===== src/rtl/video_pkg.sv =====
// video_pkg: FSM states, timing helpers and underflow fill replication for video_out_stream
package video_pkg;
  typedef enum logic [2:0] {IDLE, WAIT, ACTIVE, HBLANK, VBLANK} vo_state_t;
  localparam int MAX_W = 256;
  function automatic int line_ticks(input int h_act, input int h_blank);
    return h_act + h_blank;
  endfunction
  function automatic int frame_lines(input int v_act, input int v_blank);
    return v_act + v_blank;
  endfunction
  function automatic logic [MAX_W-1:0] fill_word(input logic [MAX_W-1:0] pix, input int pix_w, input int channels);
    logic [MAX_W-1:0] mask, w;
    mask = (MAX_W'(1) << pix_w) - MAX_W'(1);
    w = '0;
    for (int c = 0; c < channels; c++) w = w | ((pix & mask) << (c * pix_w));
    return w;
  endfunction
endpackage


===== src/rtl/video_tick_div.sv =====
// video_tick_div: pixel tick divider, tick high when the count is 0, held at 0 by clr
module video_tick_div #(
  parameter int CLK_DIV = 4
) (
  input  logic clk,
  input  logic rst,
  input  logic clr,
  output logic tick
);
  localparam int CW = CLK_DIV > 1 ? $clog2(CLK_DIV) : 1;
  logic [CW-1:0] cnt;
  assign tick = cnt == '0;
  always_ff @(posedge clk) begin
    if (rst || clr) cnt <= '0;
    else cnt <= (cnt == CW'(CLK_DIV - 1)) ? '0 : cnt + 1'b1;
  end
endmodule


===== src/rtl/video_out_stream.sv =====
// video_out_stream: FIFO-fed video timing generator with blanking, pixel divider and underflow fill
module video_out_stream
  import video_pkg::*;
#(
  parameter int PIX_W         = 8,
  parameter int CHANNELS      = 1,
  parameter int H_ACT         = 640,
  parameter int H_BLANK       = 160,
  parameter int V_ACT         = 480,
  parameter int V_BLANK       = 45,
  parameter int CLK_DIV       = 4,
  parameter int UNDERFLOW_PIX = 0
) (
  input  logic                      clk,
  input  logic                      RST,
  input  logic                      enable,
  input  logic [CHANNELS*PIX_W-1:0] fifo_data,
  input  logic                      fifo_empty,
  output logic                      fifo_rd,
  input  logic                      underflow_clr,
  output logic [CHANNELS*PIX_W-1:0] pixel_out,
  output logic                      line_valid,
  output logic                      frame_valid,
  output logic                      frame_done,
  output logic                      underflow
);
  localparam int DW = CHANNELS * PIX_W;
  localparam int LT = line_ticks(H_ACT, H_BLANK);
  localparam int HW = $clog2(LT);
  localparam int VW = $clog2(frame_lines(V_ACT, V_BLANK));
  localparam logic [MAX_W-1:0] FILL_ALL = fill_word(MAX_W'(UNDERFLOW_PIX), PIX_W, CHANNELS);
  localparam logic [DW-1:0] FILL = FILL_ALL[DW-1:0];
  vo_state_t state, state_n;
  logic [HW-1:0] h, h_n;
  logic [VW-1:0] v, v_n;
  logic tick, act_tick;
  assign act_tick = tick && state == ACTIVE;
  assign fifo_rd = act_tick && !fifo_empty && !RST;
  video_tick_div #(.CLK_DIV(CLK_DIV)) u_div (
    .clk (clk),
    .rst (RST),
    .clr (state == IDLE || state == WAIT),
    .tick(tick)
  );
  always_comb begin
    state_n = state;
    h_n = h;
    v_n = v;
    case (state)
      IDLE: state_n = enable ? WAIT : IDLE;
      WAIT: state_n = fifo_empty ? WAIT : ACTIVE;
      ACTIVE: if (tick) begin
        h_n = (h == HW'(H_ACT - 1)) ? '0 : h + 1'b1;
        state_n = (h == HW'(H_ACT - 1)) ? HBLANK : ACTIVE;
      end
      HBLANK: if (tick) begin
        if (h == HW'(H_BLANK - 1)) begin
          h_n = '0;
          v_n = (v == VW'(V_ACT - 1)) ? '0 : v + 1'b1;
          state_n = (v == VW'(V_ACT - 1)) ? VBLANK : ACTIVE;
        end else h_n = h + 1'b1;
      end
      VBLANK: if (tick) begin
        if (h == HW'(LT - 1)) begin
          h_n = '0;
          v_n = (v == VW'(V_BLANK - 1)) ? '0 : v + 1'b1;
          if (v == VW'(V_BLANK - 1)) state_n = enable ? WAIT : IDLE;
        end else h_n = h + 1'b1;
      end
      default: state_n = IDLE;
    endcase
  end
  always_ff @(posedge clk) begin
    if (RST) begin
      state <= IDLE;
      h <= '0;
      v <= '0;
      pixel_out <= '0;
      line_valid <= 1'b0;
      frame_valid <= 1'b0;
      frame_done <= 1'b0;
      underflow <= 1'b0;
    end else begin
      state <= state_n;
      h <= h_n;
      v <= v_n;
      frame_done <= tick && frame_valid && state == VBLANK;
      if (tick) begin
        line_valid <= state == ACTIVE;
        frame_valid <= state == ACTIVE || state == HBLANK;
        pixel_out <= (state != ACTIVE) ? '0 : (fifo_empty ? FILL : fifo_data);
      end
      underflow <= (act_tick && fifo_empty) || (underflow && !underflow_clr);
    end
  end
endmodule


===== config.mk =====
export PLATFORM = sky130hd
export DESIGN_NAME = video_out_stream
export DESIGN_NICKNAME = d
export VERILOG_FILES = /design/src/rtl/video_pkg.sv /design/src/rtl/video_tick_div.sv /design/src/rtl/video_out_stream.sv
export SDC_FILE = /design/constraint.sdc
export NUM_CORES = 1
export LEC_CHECK = 0
export BUFFER_PORTS_ARGS = -buffer_cell sky130_fd_sc_hd__buf_2
export CAP_MARGIN = 10
export CELL_PAD_IN_SITES_DETAIL_PLACEMENT = 1
export CELL_PAD_IN_SITES_GLOBAL_PLACEMENT = 2
export CORE_MARGIN = 2
export CORE_UTILIZATION = 36
export CTS_CLUSTER_SIZE = 40
export DETAILED_ROUTE_END_ITERATION = 10
export GPL_ROUTABILITY_DRIVEN = 0
export PLACE_DENSITY_LB_ADDON = 0.3
export SETUP_SLACK_MARGIN = 0.05
export SYNTH_ARGS = -nofsm -noshare
export SYNTH_HDL_FRONTEND = slang
export SYNTH_HIERARCHICAL = 1
export SYNTH_SLANG_ARGS = --single-unit

===== constraint.sdc =====
create_clock -name clk -period 5.9 [get_ports clk]
set_clock_uncertainty 0.15 [all_clocks]
set_input_delay 0.295 -clock clk [delete_from_list [all_inputs] [get_ports clk]]
set_output_delay 0.295 -clock clk [all_outputs]
set_load 0.01 [all_outputs]

# Word-level counts from Yosys, hierarchy flattened
# Cells that the tools add are included.
# classes
addsub	3
n_eq_ne	17
mux	27
reduce_logical	22
# op_table
cell	count
10-bit two-way mux	12
10-bit case mux with 3 select lines	1
3-bit two-way mux	7
10-bit by 1-bit adder with 10-bit output, second input constant	2
10-bit == test, second input constant	2
10-bit case mux with 2 select lines	1
8-bit two-way mux	2
3-bit case mux with 5 select lines	1
2-bit != test, second input constant	6
10-bit by 6-bit == test with 1-bit output, second input constant	1
10-bit by 8-bit == test with 1-bit output, second input constant	1
10-bit by 9-bit == test with 1-bit output, second input constant	1
1-bit logical AND	7
3-bit by 2-bit == test with 1-bit output, second input constant	2
6-bit AND reduction	1
5-bit AND reduction	1
1-bit logical OR	4
4-bit AND reduction	1
3-bit by 1-bit == test with 1-bit output, second input constant	1
3-bit == test, second input constant	1
1-bit logical NOT	3
3-bit logical NOT	1
3-bit by 2-bit != test with 1-bit output, second input constant	1
3-bit nonzero test	1
7 further kinds	8
# word_totals
ff_bits	37
word_cells	78

# Logic depth before layout (Yosys ltp)
# Gate-level depths: netlist (run 1).
# logic_depth
word_depth	5
depth_mapped	8
depth_no_buf	7

# Cells and area by module
# The synthesis (run 1) kept the hierarchy.
# by_module_without_submodules
mod	instances	cells_per_inst	area_each_um2	seq_area_each_um2
video_out_stream	1	209	1757.9	700.7
video_tick_div	1	8	100.1	40.0

# Worst setup path before layout (run 1)
# Ideal clock, no wire load.
# synth_timing
kind	reg-to-reg
from	register h[0]
to	register v[4]
setup_time_ns	0.070
t_arrival_ns	1.836
required_ns	5.680
setup_slack_ns	3.844
stages_incl_launch_ff	8
n_path_buf	1
period_less_slack_ns	2.056
cell_sequence	dfxtp_1 ha_1 and4_1 and3_2 nand2b_4 buf_6 or4b_1 a21oi_1
# synth_between
elab_chain_cells	3
elab_cells_between_ends	5
cone_classes	4 x eq/ne; 1 x reduce/logical
# synth_rtl
item	line_no	source
from (decl)	video_out_stream.sv:34	logic [HW-1:0] h, h_n;
from (signal assigned)	video_out_stream.sv:85	h <= h_n;
10-bit == test or 10-bit by 8-bit == test with 1-bit output (tied branches)	video_out_stream.sv:64, video_out_stream.sv:57	
2-bit != test (no source line)	-	
5-bit AND reduction (no source line) *	-	
to (signal assigned)	video_out_stream.sv:86	v <= v_n;
to (decl)	video_out_stream.sv:35	logic [VW-1:0] v, v_n;
# Every way passes the cells marked *; elsewhere a longest branch is shown, timed or not.
# A chain may end at the register's enable or synchronous reset.

# Final worst setup path (run 1)
# layout_timing
from	register state[1]
to	output fifo_rd
# layout_between
elab_chain_cells	4
# layout_rtl
item	line_no	source
from (decl)	video_out_stream.sv:33	vo_state_t state, state_n;
from (signal assigned)	video_out_stream.sv:84	state <= state_n;
3-bit by 2-bit == test with 1-bit output	video_out_stream.sv:37	assign act_tick = tick && state == ACTIVE;
1-bit logical AND	video_out_stream.sv:37	
1-bit logical AND (2 in series)	video_out_stream.sv:38	assign fifo_rd = act_tick && !fifo_empty && !RST;
to (decl)	video_out_stream.sv:19	output logic fifo_rd,
# No other way between the ends.

==> summary.md, run 1 <==
| Metric | Value |
|---|---|
| Ant diodes | `0` |
| Most instantiated library cell after synthesis | `dfxtp_1` |
| Dominant cells by area after synthesis | `dfxtp_1, nor2_1, nand3_1` |
| Die span in y | `75.84 µm` |
| Peak Freq | `about 0.43 GHz` |
| CP arrival | `about 1.9 ns` |
| Top post-synthesis cells by count | `dfxtp_1, nor2_1, nand2_1` |
| CTS buffer count | `5` |
| Slowest CP cell | `dfxtp_1` |
| DP Cell Count | `about 300` |
| Final Setup Violations | `0` |
| Hold path start | `fifo_data[1]` |
| Final core occ | `42.85%` |
| Setup Crit Path Kind | `flop to output pin` |
| CP Cell Sequence | `nand2b_1 -> nor2_1 -> and4b_1 -> buf_2` |
| Slew headroom | `about 44%` |
| Clock sink count | `37` |
| Yosys warns | `6` |
| Number of synthesized flops with an enable pin | `0` |
| Synth Flop Type | `dfxtp_1` |
| Synthesized Nets | `approximately 240` |
| First-pass GRT wire length | `roughly 7.5 mm` |
| Global Route Usage Sum | `between 15 and 20%` |
| Grt total ovfl | `0` |
| Vias in the first global route | `between 1500 and 2000` |
| Initial core utilization | `roughly 37%` |
| CP max stage delay | `0.52 ns` |
| RSZ-0062 raised after global routing | `false` |
| Most area-hungry cell type in the Yosys netlist | `dfxtp_1` |
| Worst Setup End Kind | `output pin` |
| DRC Markers | `0` |
| Clk slew on worst S/H paths | `roughly 0.080 ns` |
| Setup bufs post-CTS | `0` |
| CP Data Required Time | `about 5.5 ns` |
| Distinct cells, synth | `53` |
| GR peak layer | `met2` |
| Maximum fanout along the worst path | `10` |
| RR Startpoint | `v[0]$_SDFFE_PP0P_` |
| Status | `complete, no violations` |
| H-tree depth | `2` |
| Tcrit/Tclk final | `approximately 40%` |
| Core ar. | `5042 µm²` |
| Routing usage on met3 | `around 3.2%` |
| Largest net degree at the start of global routing | `27` |
| CTS max path bufs | `2` |
| Hold Crit Depth | `2` |
| Final nets | `roughly 260` |
| Input/output buffers | `25` |
| Die width | `around 76 µm` |
| Post-synth top area share | `between 30 and 40%` |
| Layout Cells excl Fill | `~310` |
| Drt via density | `roughly 5.3` |
| Dpl hpwl | `between 3 and 4 mm` |
| Antenna viol nets, final | `0` |
| CTS tree | `yes` |
| Tmin final | `~2.3 ns` |
| Pwr dens | `~320 nW/µm²` |
| Reg2reg path depth | `7` |
| DR pass1 iterations | `4` |
| Worst-case vdd ir drop | `~120 µV` |
| DRT iter0 DRCs | `between 60 and 70` |
| Cts hold-fix bufs | `0` |
| R2R Setup Slk | `3.62 ns` |
| Worst Hold Class | `input pin to flop` |
| Synth Instances | `approximately 220` |
| Final hold vios | `0` |
| Root Buffer | `clkbuf_8` |
| Final WL | `approximately 4.5 mm` |
| Static Leak | `0.0008459 µW` |
| Hold endpoint | `pixel_out[1]$_SDFFE_PP0P_` |
| # IOs | `26` |
| Fillcell total | `632` |
| Asr flop ratio synth | `0%` |
| Tightest Pin Transition | `0.8327 ns` |
| Sequential share of the synthesized area | `approximately two fifths` |
| Cells resized by post-CTS repair | `0` |
| Layout area overhead | `16.30%` |
| Crit Reg-Reg Endpoint | `v[8]$_SDFFE_PP0P_` |
| #FFs+latches synth | `37` |
| Die footprint | `~5800 µm²` |
| Rows | `26` |
| Clk_lat worst skew | `0.29 ns` |
| Syn Std Cell Area | `around 1900 µm²` |
| Total Neg Setup Slack | `0 ns` |
| Max-slew violations | `0` |
| Drt wl/cell | `roughly 14 µm` |
| Max_cap viols | `0` |
| Crit path launch type | `flop` |
| Met1 Use GR | `between 20% and 30%` |
| Share of cells above drive strength 1 | `approximately 17%` |
| Syn avg cell area | `~8.6 µm²` |
| Via Count | `around 1600` |
| Met2 usage | `a little over a quarter` |
| Initial antenna violation count | `0` |
-- through the flow --
| step | hold slack [ns] | instance area, µm² | worst slack, ns | total power (µW) |
|---|---|---|---|---|
| 2_1_floorplan | 0.2171 | 1858 | 3.844 | 393.5 |
| 3_3_place_gp | 0.3016 | 2027 | 3.609 | 431.9 |
| 3_5_place_dp | 0.3102 | 2027 | 3.601 | 432.3 |
| 4_1_cts | 0.06496 | 2161 | 3.534 | 695.6 |
| 5_1_grt | 0.07384 | 2161 | 3.353 | 726.9 |
| 6_report | 0.07270 | 2161 | 3.567 | 683.9 |
-- cell families (layout without fill, tap and decap cells) --
family,Yosys count,after routing,synth area share [%]
AND/OR/NAND/NOR,106,106,32.19
buffers and inverters,15,39,3.569
adder cells (fa/ha/maj),5,5,3.367
XOR/XNOR,7,7,3.300
AO/OA/AOI/OAI,45,45,16.63
multiplexers,2,2,1.077
flip-flops,37,37,39.87
-- routing by layer --
| metal | share of wire [%] | wire [µm] | vias to the layer above |
|---|---|---|---|
| met1 | 48 | 2153 | 795 |
| met4 | 1.3 | 59 | 0 |
| li1 | - | - | 828 |
| met3 | 2.2 | 100 | 4 |
| met2 | 48 | 2149 | 16 |
| met5 | 0 | 0 | - |
-- power by group --
group / total (µW) / switching (µW) / leakage, µW / internal, µW
Clock: 260 / 91.6 / 0.0000681 / 168
Sequential: 299 / 27.8 / 0.000300 / 271
Combinational: 125 / 73.9 / 0.000478 / 51.3
Total: 684 / 193 / 0.000846 / 491
-- sequential cells by signal, summed over array words and instances, names as in the netlist --
register and flops:
h 10, v 10, pixel_out 8, state 3, u_div/cnt 2, frame_done 1, frame_valid 1, line_valid 1
underflow 1
-- cell usage in the layout (no fill, tap or decap), types with 3 or more instances in the layout --
cell type,instances
nand4_1,3
a21oi_1,15
a31oi_1,5
nand3_1,16
inv_1,6
nand2_1,19
dfxtp_1,37
clkbuf_8,5
ha_1,5
buf_2,25
and3_1,3
nor3_1,5
nor2_1,28
xor2_1,3
xnor2_1,4
a22o_1,8
nor3b_1,3
-- cell type report --
class | instances | area, µm² | share of cell area, %
inverter | 6 | 22.52 | 1.042
clock buffer | 5 | 68.82 | 3.185
tap | 70 | 87.58 | 4.053
clock inverter | 3 | 65.06 | 3.011
multi-input combinational | 165 | 1051 | 48.64
timing repair buffer | 25 | 125.1 | 5.790
sequential | 37 | 740.7 | 34.28
-- how the worst max path moves through the flow --
stage,endpoint,startpoint,cells after the start
detailed placement,v[8]$_SDFFE_PP0P_,v[0]$_SDFFE_PP0P_,7
global route,fifo_rd,state[1]$_SDFFE_PP0P_,4
CTS,fifo_rd,state[1]$_SDFFE_PP0P_,4
global placement,v[8]$_SDFFE_PP0P_,v[0]$_SDFFE_PP0P_,7
finish,fifo_rd,state[1]$_SDFFE_PP0P_,4
floorplan,v[4]$_SDFFE_PP0P_,h[0]$_SDFFE_PP0P_,7
-- worst max-delay path: cells and delay by family (launching register included) --
kind | cells | cell delay (ns)
simple gates | 3 | 0.88
flops | 1 | 0.52
buf+inv | 1 | 0.20
Note: power is estimated with default switching activity, not from simulation.
==> inputs of run 2 (changes only) <==
- CORE_UTILIZATION: 36 -> 34
- clock period: 5.9 -> 2.35 ns (I/O delays scaled with it)
==> summary.md, run 2 (synthesized netlist as in run 1, its figures left out) <==
| Metric | Value |
|---|---|
| Grt total ovfl | `0 (unchanged)` |
| CTS buffer count | `5 (unchanged)` |
| Die width | `77.93 µm (was 75.84 µm)` |
| Initial antenna violation count | `0 (unchanged)` |
| Met2 usage | `29.66% (was 27.30%)` |
| Tmin final | `2.180 ns` |
| First-pass GRT wire length | `8.735 mm (was 7.472 mm)` |
| Routing usage on met3 | `3.372% (was 3.175%)` |
| Core ar. | `5205 µm² (was 5042 µm²)` |
| Commonest non-fill, non-tap cell in the layout | `dfxtp_1 (unchanged)` |
| Drt via density | `5.108 (was 5.283)` |
| Status | `complete, no violations (unchanged)` |
| Final Power | `1677 µW (was 683.9 µW)` |
| RSZ-0062 raised after global routing | `false (unchanged)` |
| Max_cap viols | `0 (unchanged)` |
| Slew headroom | `61.35% (was 44.49%)` |
| Total Neg Setup Slack | `0 ns (unchanged)` |
| DRC Markers | `0 (unchanged)` |
| # IOs | `26 (unchanged)` |
| Crit path launch type | `flop (unchanged)` |
| H-tree depth | `2 (unchanged)` |
| Clk_lat worst skew | `0.29 ns (about the same)` |
| Share of cells above drive strength 1 | `21.67% (was 17.43%)` |
| Met1 Use GR | `23.44% (was 23.63%)` |
| Static Leak | `0.0009403 µW (was 0.0008459 µW)` |
| Final WL | `4.977 mm (was 4.462 mm)` |
| Final hold vios | `0 (unchanged)` |
| Antenna viol nets, final | `0 (unchanged)` |
| CTS tree | `yes (unchanged)` |
| Max-slew violations | `0 (unchanged)` |
| GR peak layer | `met2 (unchanged)` |
| Tcrit/Tclk final | `92.78%` |
| Global Route Usage Sum | `17.82% (was 17.19%)` |
| Root Buffer | `clkbuf_8 (unchanged)` |
| Setup Crit Path Kind | `flop to flop (was flop to output pin)` |
| Final Setup Violations | `0 (unchanged)` |
| Layout area overhead | `25.72% (was 16.30%)` |
| Peak Freq | `around 0.46 GHz` |
| CP Cell Sequence | `inv_1 -> ha_1 -> or4b_1 -> nor3_1 -> a31oi_1 -> nor4b_1 -> o21a_1 (was nand2b_1 -> nor2_1 -> and4b_1 -> buf_2)` |
| Tightest Pin Transition | `0.5759 ns (was 0.8327 ns)` |
| DRT iter0 DRCs | `45 (was 69)` |
| Die footprint | `6072 µm² (was 5752 µm²)` |
| CP arrival | `2.27 ns (was 1.89 ns)` |
| Input/output buffers | `25 (unchanged)` |
| Pwr dens | `718.0 nW/µm² (was 316.5 nW/µm²)` |
| CTS max path bufs | `2 (unchanged)` |
| Dpl hpwl | `3.386 mm (was 3.246 mm)` |
| Regs by FF count | `h x10, v x10, pixel_out x8 (unchanged)` |
| Clk slew on worst S/H paths | `0.08 ns (about the same)` |
| Worst Setup End Kind | `flop (was output pin)` |
| CP max stage delay | `0.49 ns (was 0.52 ns)` |
| Commonest non-fill, non-tap cells in the layout | `dfxtp_1, nor2_1, buf_2, nand2_1, nand3_1 (unchanged)` |
| Worst Hold Class | `input pin to flop (unchanged)` |
| Die span in y | `77.93 µm (was 75.84 µm)` |
| Vias in the first global route | `1774 (was 1552)` |
| Worst-case vdd ir drop | `257.2 µV (was 119.9 µV)` |
| Largest net degree at the start of global routing | `26 (was 27)` |
| Final nets | `280 (was 258)` |
| Drt wl/cell | `14.95 µm (was 14.35 µm)` |
| Slowest CP cell | `or4b_1 (was dfxtp_1)` |
| Via Count | `1701 (was 1643)` |
| Initial core utilization | `35.70% (was 36.85%)` |
| CP Data Required Time | `2.44 ns (was 5.45 ns)` |
| Maximum fanout along the worst path | `5 (was 10)` |
| Rows | `26 (unchanged)` |
| Ant diodes | `0 (unchanged)` |
| DR pass1 iterations | `4 (unchanged)` |
| Clock sink count | `37 (unchanged)` |
-- run 2: cell types whose count changed in the layout (fill, tap and decap cells not counted) --
cell,before,now
nor3b_1,3,2
dlygate4sd3_1,0,9
nor3b_2,1,2
clkinv_4,0,1
bufinv_16,2,1
clkinvlp_4,0,1
buf_4,0,13
and4_2,0,1
clkinv_2,1,0
and4_1,2,1
-- run 2: what timing repair did --
item	CTS	global route
setup endpoints to repair	0	1
hold endpoints to repair	9	0
hold buffers	9	0
gates resized for setup	0	2
buffers inserted	0	0
-- run 2: stage by stage --
stage / util [%] / cells / setup WS (ns) / hold slack [ns] / cell area [µm²]
3_3_place_gp: 40.82 / 316 / 0.2288 / 0.1847 / 2125
6_report: 44.88 / 333 / 0.1696 / 0.01672 / 2336
3_5_place_dp: 40.82 / 316 / 0.1979 / 0.1881 / 2125
5_1_grt: 44.88 / 333 / 0.03403 / 0.01891 / 2336
2_1_floorplan: - / 217 / 0.2937 / 0.03964 / 1858
4_1_cts: 44.76 / 333 / 0.1671 / 0.008755 / 2330
-- run 2: power by group --
| group | internal [µW] | total (µW) | switching (µW) |
|---|---|---|---|
| Combinational | 168 | 377 | 209 |
| Sequential | 681 | 744 | 62.5 |
| Clock | 318 | 557 | 239 |
-- run 2: path summary, 6_finish.rpt --
check,startpoint,endpoint,slack [ns],cells after the start
max reg2reg,v[0]$_SDFFE_PP0P_,state[2]$_SDFFE_PP0P_,0.17,7
min reg2reg,u_div/cnt[0]$_SDFF_PP0_,u_div/cnt[0]$_SDFF_PP0_,0.32,1
max,v[0]$_SDFFE_PP0P_,state[2]$_SDFFE_PP0P_,0.17,7
min,RST,state[2]$_SDFFE_PP0P_,0.02,3
-- run 2: layer usage --
| metal | wire length, µm | up-vias |
|---|---|---|
| met1 | 2441 | 799 |
| li1 | - | 875 |
| met2 | 2339 | 21 |
| met4 | 63 | 0 |
| met5 | 0 | - |
| met3 | 132 | 6 |
-- run 2: layout make-up --
| cell class | instances | area, µm² |
|---|---|---|
| flip-flops and latches | 37 | 740.7 |
| clock inverters | 3 | 46.29 |
| multi-input cells | 165 | 1057 |
| fillers | 639 | 2869 |
| clock buffers | 5 | 68.82 |
| inverters | 6 | 22.52 |
| well taps | 70 | 87.58 |
| repair buffers | 47 | 312.8 |
-- run 2: worst max-delay path: cells and delay by family, from the launching register on --
| kind | cells | cell delay (ns) |
|---|---|---|
| compound gates | 2 | 0.31 |
| fa+ha+maj | 1 | 0.14 |
| simple gates | 3 | 1.09 |
| buf+inv | 1 | 0.08 |
| flops | 1 | 0.35 |
